### config.mk
export PLATFORM = sky130hd
export DESIGN_NAME = io_port
export DESIGN_NICKNAME = d
export VERILOG_FILES = /design/src/rtl/io_pkg.sv /design/src/rtl/io_fifo.sv /design/src/rtl/io_port.sv
export SDC_FILE = /design/constraint.sdc
export NUM_CORES = 1
export LEC_CHECK = 0
export BUFFER_PORTS_ARGS = -buffer_cell sky130_fd_sc_hd__buf_2
export CORE_UTILIZATION = 53
export CTS_CLUSTER_DIAMETER = 30
export CTS_CLUSTER_SIZE = 30
export DETAILED_ROUTE_END_ITERATION = 10
export PLACE_DENSITY = 0.79
export SKIP_CTS_REPAIR_TIMING = 1
export SLEW_MARGIN = 20
export SYNTH_ARGS = -nofsm -noshare
export SYNTH_HDL_FRONTEND = slang
export SYNTH_SLANG_ARGS = --single-unit
### constraint.sdc
create_clock -name clk -period 2.8 [get_ports clk]
set_input_delay 0.42 -clock clk [delete_from_list [all_inputs] [get_ports clk]]
set_output_delay 0.42 -clock clk [all_outputs]
set_load 0.01 [all_outputs]
### src/rtl/io_pkg.sv
// Shared constants for the addressed I/O port: register select codes,
// status bit layout and default inbound buffer depth.
package io_pkg;

    localparam logic IO_REG_DATA   = 1'b0;
    localparam logic IO_REG_STATUS = 1'b1;

    localparam int unsigned ST_RXNE   = 0;
    localparam int unsigned ST_TXBUSY = 1;
    localparam int unsigned ST_CNT_LO = 2;
    localparam int unsigned ST_CNT_HI = 4;
    localparam int unsigned ST_OVR    = 5;

    localparam int unsigned IO_DEPTH_DEFAULT = 4;

    // Occupancy as reported in the 3-bit status count field.
    function automatic logic [2:0] sat3(input int unsigned n);
        return (n > 7) ? 3'd7 : n[2:0];
    endfunction

endpackage

### src/rtl/io_fifo.sv
// Byte-wide inbound FIFO; the caller only pushes when not full and only pops
// when not empty.
module io_fifo #(
    parameter  int unsigned DEPTH = 4,
    localparam int unsigned PtrW  = $clog2(DEPTH),
    localparam int unsigned CntW  = $clog2(DEPTH + 1)
) (
    input  logic            clk,
    input  logic            rst_n,
    input  logic            push,
    input  logic            pop,
    input  logic [7:0]      wdata,
    output logic            full,
    output logic            empty,
    output logic [CntW-1:0] count,
    output logic [7:0]      head
);

    logic [7:0]      mem_q [DEPTH];
    logic [PtrW-1:0] wptr_q, rptr_q;
    logic [CntW-1:0] count_q;

    // Storage needs no reset: reads are gated by empty.
    always_ff @(posedge clk) begin
        if (push) begin
            mem_q[wptr_q] <= wdata;
        end
    end

    always_ff @(posedge clk or negedge rst_n) begin
        if (!rst_n) begin
            wptr_q  <= '0;
            rptr_q  <= '0;
            count_q <= '0;
        end else begin
            if (push) begin
                wptr_q <= wptr_q + PtrW'(1);
            end
            if (pop) begin
                rptr_q <= rptr_q + PtrW'(1);
            end
            if (push && !pop) begin
                count_q <= count_q + CntW'(1);
            end else if (pop && !push) begin
                count_q <= count_q - CntW'(1);
            end
        end
    end

    assign full  = (count_q == CntW'(DEPTH));
    assign empty = (count_q == '0);
    assign count = count_q;
    assign head  = mem_q[rptr_q];

endmodule

### src/rtl/io_port.sv
// Addressed I/O responder: inbound byte FIFO drained by RD, outbound holding
// register loaded by WR with a valid/ready handoff, and a polled status register.
module io_port
    import io_pkg::*;
#(
    parameter logic [6:0]  ADDR  = 7'h00,
    parameter int unsigned DEPTH = IO_DEPTH_DEFAULT
) (
    input  logic       clk,
    input  logic       rst_n,
    input  logic       rd,
    input  logic       wr,
    input  logic [7:0] sig,
    input  logic [7:0] wdata,
    output logic [7:0] rdata,
    input  logic [7:0] in_data,
    input  logic       in_valid,
    output logic       in_ready,
    output logic [7:0] out_data,
    output logic       out_valid,
    input  logic       out_ready
);

    localparam int unsigned CntW = $clog2(DEPTH + 1);

    logic            sel, data_rd, status_rd, data_wr;
    logic            push, pop, full, empty;
    logic [CntW-1:0] count;
    logic [7:0]      head;
    logic [7:0]      status;
    logic            load, drop;

    logic       out_valid_q, out_valid_d;
    logic [7:0] out_data_q, out_data_d;
    logic       ovr_q, ovr_d;

    assign sel       = (sig[7:1] == ADDR);
    assign data_rd   = rd & sel & (sig[0] == IO_REG_DATA);
    assign status_rd = rd & sel & (sig[0] == IO_REG_STATUS);
    assign data_wr   = wr & sel & (sig[0] == IO_REG_DATA);

    // Held low in reset so the device never sees a push that gets discarded.
    assign in_ready = rst_n & ~full;
    assign push     = in_valid & in_ready;
    assign pop      = data_rd & ~empty;

    io_fifo #(
        .DEPTH (DEPTH)
    ) u_fifo (
        .clk   (clk),
        .rst_n (rst_n),
        .push  (push),
        .pop   (pop),
        .wdata (in_data),
        .full  (full),
        .empty (empty),
        .count (count),
        .head  (head)
    );

    // A slot is free if empty now or being drained at this same edge.
    assign load = data_wr & (~out_valid_q | out_ready);
    assign drop = data_wr & out_valid_q & ~out_ready;

    always_comb begin
        out_valid_d = out_valid_q;
        out_data_d  = out_data_q;
        ovr_d       = ovr_q;
        if (load) begin
            out_valid_d = 1'b1;
            out_data_d  = wdata;
        end else if (out_valid_q && out_ready) begin
            out_valid_d = 1'b0;
        end
        if (drop) begin
            ovr_d = 1'b1;
        end else if (status_rd) begin
            ovr_d = 1'b0;
        end
    end

    always_ff @(posedge clk or negedge rst_n) begin
        if (!rst_n) begin
            out_valid_q <= 1'b0;
            out_data_q  <= 8'h00;
            ovr_q       <= 1'b0;
        end else begin
            out_valid_q <= out_valid_d;
            out_data_q  <= out_data_d;
            ovr_q       <= ovr_d;
        end
    end

    always_comb begin
        status                       = 8'h00;
        status[ST_RXNE]              = ~empty;
        status[ST_TXBUSY]            = out_valid_q;
        status[ST_CNT_HI:ST_CNT_LO]  = sat3(int'(count));
        status[ST_OVR]               = ovr_q;
    end

    always_comb begin
        rdata = 8'h00;
        if (status_rd) begin
            rdata = status;
        end else if (data_rd && !empty) begin
            rdata = head;
        end
    end

    assign out_data  = out_data_q;
    assign out_valid = out_valid_q;

endmodule

==> reports/metrics.cfg, run 1 <==
[sta]
finalSetupViolations=0
rsz0062_at_grt=no
fin_worst_skew_ps=5.34
timing.final.crit_period_ps=2320
hold_violations=0
tns_ps=0
relSlewSlack_pct=59.9
max_freq_ghz=0.431
fin_crit_sh_pct=82.9
drv_slew=0
tightest_slew_ps=602

[synthesis]
synth_area_leader_cell=edfxtp_1
ys.flop_type=edfxtp_1
netlist_area_um2=2110
ys_seq_elements=49
synth_most_common_cell=edfxtp_1
synth.area.top_cells=edfxtp_1 45%, dfrtp_1 20%, mux4_2 8.5%
synth_top_area_share_pct=45.4
synth_edf_count=32
syn_inst=123
syn_avg_cell_area_um2=17.2
synthTopCellsByCount=32 x edfxtp_1, 17 x dfrtp_1, 10 x inv_1, 10 x mux2_2, 8 x mux4_2
seq_area_frac_synth_pct=65.6
yosysWarnings=0
syn_nets=159
async_reset_ff_share_pct=34.7
synth_cell_types=30

[global_routing]
grt_pass1_wl_mm=6.21
top_usage_layer=met2
track_usage_pct=20.7
antenna_found_initial=0
use_met1_pct=26.6
grt_pass1_vias=1254
grt_max_degree=19
gr-total-overflow=0
grtUsageMet3_pct=5.90
met2_usage_pct=34.1

[layout]
diodes=0
drive_above_1_share_pct=44.6
syn2layout_area_growth_pct=18.3
nFillCells=296
instances_no_fill=225
finalNetCount=212

[power]
vdd_drop_max_mv=0.486
total_power_mw=1.63
leakage_nw=1.06
power_frac_clock_pct=25.3
power_frac_comb_pct=16.9
power_switching_mw=0.451
power_density_nw_per_um2=653
seqPwrFrac_pct=57.8
swShare_pct=27.6
intPower_mw=1.18

[detailed_routing]
drtAntennaViolNets=0
via_count=1240
drt_iter0_drc=22
viasPerCell=5.51
drc=0
detail_route.wl_per_cell_um=17.0
dr.pass1.iters=4
wirelength_mm=3.83

[clock_network]
cts_tree=built
clk_pin_slew_ps=90
cts_made_buffers=5
cts.sinks=49
root_buffer=clkbuf_8
clock_path_buffers=2
h-tree-depth=2
insertion_delay_ps=300

[worst_hold_path]
hp-class=input pin to async pin

[job]
maxCapViolations=0

[worst_setup_path]
cp-start-kind=flop
crit_required_ps=2380
critPathArrivalTime_ps=1900
crit_path_max_fanout=10
cp-end-kind=output port
critPathKind=flop to output port

[floorplanning]
die-area_um2=4250
io_pins=48
start_util_pct=56.5
die_height_um=65.2
die_x_um=65.2
rows=22
core-area_um2=3740

[placed_design]
finalWeightedCongestion=0.716
place.detailed.hpwl_mm=2.75
dp.cells=217
placement.io_buffers=47

[status]
status=complete, no violations

## cell type report
type                       count  area [um2]  area share [%]
multi-input combinational     61         677            27.1
timing repair buffer          49         250            10.0
sequential                    49        1390            55.4
tap                           48        60.1            2.40
clock inverter                 3        21.3           0.850
clock buffer                   5        68.8            2.75
inverter                      10        37.5            1.50
## layer usage
layer | vias up | wire length [um]
met4 | 0 | 53
met5 | - | 0
met2 | 28 | 1960
met3 | 4 | 170
met1 | 636 | 1650
li1 | 572 | -
## stage by stage
step                hold slack (ps)  worst slack, ps  utilization [%]  cell area (um2)
floorplan                       124              607                -             2110
global placement                408              595             64.4             2410
detailed placement              415              480             64.4             2410
CTS                            80.9              436             66.8             2500
global route                   87.3              331             66.8             2500
finish                         83.3              478             66.8             2500
## final timing paths
path	startpoint	end	slack, ps	cells past startpoint
setup / recovery	u_fifo.rptr_q[0]	rdata[0]	480	4
hold / removal	rst_n	out_valid	80	2
setup reg to reg	u_fifo.count[1]	u_fifo.count[2]	570	8
hold reg to reg	out_data[5]	out_data[5]	510	1
max in group asynchronous	rst_n	out_data[1]	2520	2
min in group clk	in_data[2]	u_fifo.mem_q[3][2]	330	1
## state kept, by name, indices dropped and copies added, names as in the netlist
name and cells:
out_data 8, u_fifo.mem_q 32, u_fifo.rptr_q 2, u_fifo.wptr_q 2
u_fifo.count 3, ovr_q 1, out_valid 1
## critical path, cell delays in order, from the launching register on
cell,delay [ps]
dfrtp_1,730
mux4_2,580
nor2_1,110
nor2_1,50
buf_2,130
## cells by family after synthesis
kind of cell	Yosys count	share of synthesized area, %
fa+ha+maj	6	3.91
xor+xnor	6	2.49
buf+inv	13	2.43
flops	49	65.6
simple gates	23	8.52
mux	18	13.8
compound gates	8	3.25
## cell usage in the layout (no fill, tap or decap), types with 2 or more instances in the layout
| cell | synthesis | layout |
|---|---|---|
| and2_1 | 4 | 4 |
| buf_4 | 0 | 2 |
| edfxtp_1 | 32 | 32 |
| inv_1 | 10 | 10 |
| mux4_2 | 8 | 8 |
| mux2_2 | 10 | 10 |
| nor2b_1 | 3 | 3 |
| buf_2 | 2 | 47 |
| nand4_1 | 2 | 2 |
| xnor2_1 | 5 | 5 |
| nor2_1 | 3 | 3 |
| dfrtp_1 | 17 | 17 |
| o2bb2ai_1 | 5 | 5 |
| ha_1 | 5 | 5 |
| clkbuf_8 | 0 | 5 |
## power groups by stage
stage               Clock, mW  Combinational [mW]  Sequential [mW]
finish                  0.413               0.276            0.945
global route            0.447               0.316            0.958
CTS                     0.419               0.281            0.947
detailed placement          0               0.281            0.959
global placement            0               0.252            0.950
floorplan                   0               0.191            0.935
Note: power is estimated with default switching activity, not from simulation.
==> run 2, diff against run 1 <==
- CORE_UTILIZATION: 53 -> 48
- PLACE_DENSITY: 0.79 -> 0.75
- clock period: 2.8 -> 2 ns (I/O delays scaled with it)
==> reports/metrics.cfg, run 2 (synthesized netlist as in run 1, its figures left out) <==
[status]
status=complete, no violations

[layout]
finalNetCount=222  ; +4.7%
drive_above_1_share_pct=50.8  ; +6.2 points
diodes=0  ; unchanged
mostFrequentLayoutCell=buf_2
syn2layout_area_growth_pct=25.1
fin_util_pct=64.3  ; -2.5 points
nFillCells=307  ; +3.7%
layout_common_cells=47 x buf_2, 32 x edfxtp_1, 17 x dfrtp_1
largest_register_ffs=32  ; unchanged
top_register=u_fifo.mem_q

[sta]
timing.final.crit_period_ps=1960
finalSetupViolations=0  ; unchanged
hold_violations=0  ; unchanged
fin_crit_sh_pct=98.2
rsz0062_at_grt=yes
max_freq_ghz=0.509
setup_ws_ps=36.4  ; -441 ps
fin_worst_skew_ps=4.84  ; -0.500 ps
relSlewSlack_pct=70.5  ; +11 points
drv_slew=0  ; unchanged
tightest_slew_ps=443  ; -158 ps

[worst_setup_path]
r2r-start=u_fifo.count[1]
regToRegSetupSlack_ps=60  ; -510 ps
cp-startpoint=u_fifo.count[1]
cp-start-kind=flop
reg2reg_to=u_fifo.count[2]
cp-end-kind=output port
crit_required_ps=1700  ; -680 ps
critPathKind=flop to output port
critPathArrivalTime_ps=1660  ; -240 ps
cp-endpoint=rdata[6]
crit_path_max_fanout=8  ; -2
worstRegToRegCells=8  ; unchanged

[global_routing]
grt_pass1_wl_mm=5.50  ; -11%
track_usage_pct=17.2  ; -3.5 points
antenna_found_initial=0  ; unchanged
grt_max_degree=19  ; unchanged
gr-total-overflow=0  ; unchanged
grt_pass1_vias=1234  ; -1.6%

[clock_network]
cts_tree=built
h-tree-depth=2  ; unchanged
clock_path_buffers=2  ; unchanged
insertion_delay_ps=300  ; about the same
clk_pin_slew_ps=90  ; about the same
cts.sinks=49  ; unchanged
root_buffer=clkbuf_8
cts_made_buffers=5  ; unchanged

[floorplanning]
die-area_um2=4670  ; +10%
die_x_um=68.4  ; +4.9%
core-area_um2=4120  ; +9.9%
start_util_pct=51.4  ; -5.1 points
die_height_um=68.4  ; +4.9%
io_pins=48  ; unchanged
rows=23  ; +4.5%

[placed_design]
placement.io_buffers=47  ; unchanged
place.detailed.hpwl_mm=2.80  ; +1.9%
pre_cts_ws_ps=13.6  ; -466 ps
finalWeightedCongestion=0.811  ; +13%

[power]
power_switching_mw=0.634  ; +40%
swShare_pct=25.5  ; -2.1 points
power_density_nw_per_um2=939  ; +44%
intPower_mw=1.85  ; +57%
seqPwrFrac_pct=51.7  ; -6.1 points
power_frac_comb_pct=20.8  ; +3.9 points
leakage_nw=1.12  ; +6.1%
power_frac_clock_pct=27.5  ; +2.2 points
vdd_drop_max_mv=0.585  ; +20%

[detailed_routing]
dr.pass1.iters=4  ; unchanged
drt_iter0_drc=58  ; +160%
detail_route.wl_per_cell_um=16.0  ; -6.1%
viasPerCell=5.34  ; -3.1%
via_count=1265  ; +2.0%
drc=0  ; unchanged
wirelength_mm=3.78  ; -1.1%
drtAntennaViolNets=0  ; unchanged

[job]
maxCapViolations=0  ; unchanged

[worst_hold_path]
hp-class=input pin to flop

## run 2: worst min path at each step
| stage | startpoint | endpoint | slack (ps) | cells past startpoint |
|---|---|---|---|---|
| 2_1_floorplan | rst_n | out_data[0] | 4 | 0 |
| 3_3_place_gp | rst_n | out_data[3] | 290 | 2 |
| 3_5_place_dp | rst_n | out_data[0] | 300 | 2 |
| 4_1_cts | rst_n | u_fifo.rptr_q[0] | -30 | 2 |
| 5_1_grt | in_data[6] | u_fifo.mem_q[2][6] | 200 | 1 |
| 6_report | in_data[7] | u_fifo.mem_q[3][7] | 210 | 1 |
## run 2: final cells by class
| cell class | instances | area (um2) | area share, % |
|---|---|---|---|
| Clock buffer | 5 | 68.8 | 2.60 |
| Multi-Input combinational cell | 61 | 708 | 26.8 |
| Timing Repair Buffer | 59 | 339 | 12.8 |
| Tap cell | 50 | 62.6 | 2.36 |
| Clock inverter | 3 | 43.8 | 1.65 |
| Inverter | 10 | 37.5 | 1.42 |
| Sequential cell | 49 | 1390 | 52.4 |
## run 2: per-stage QoR
stage,hold slack (ps),TNS (ps),cell area [um2],cells,total power [mW]
floorplan,4.41,0,2140,123,1.60
global placement,290,0,2480,225,1.75
detailed placement,298,0,2480,225,1.80
CTS,-31.7,-25.1,2600,233,2.48
global route,196,-59.5,2650,237,2.60
finish,211,0,2650,237,2.49
## run 2: layer usage
metal  vias up  global-route usage [%]  part of all wire, %
met5         -                       0                    0
met4         0                    8.33                  1.7
met2        33                    29.5                   53
met3         9                    4.33                  4.0
li1        589                       -                    -
met1       634                    19.9                   42
## run 2: power by group through the flow
stage	sequential, mW	combinational, mW	clock (mW)
finish	1.29	0.517	0.683
global route	1.30	0.565	0.733
CTS	1.29	0.495	0.700
detailed placement	1.31	0.488	0
global placement	1.30	0.449	0
floorplan	1.31	0.284	0
## run 2: critical path, cell delays in order (launching register included)
cell	delay (ps)
dfrtp_1	400
or3_4	420
nand4_4	100
buf_6	140
and2b_1	170
buf_2	130
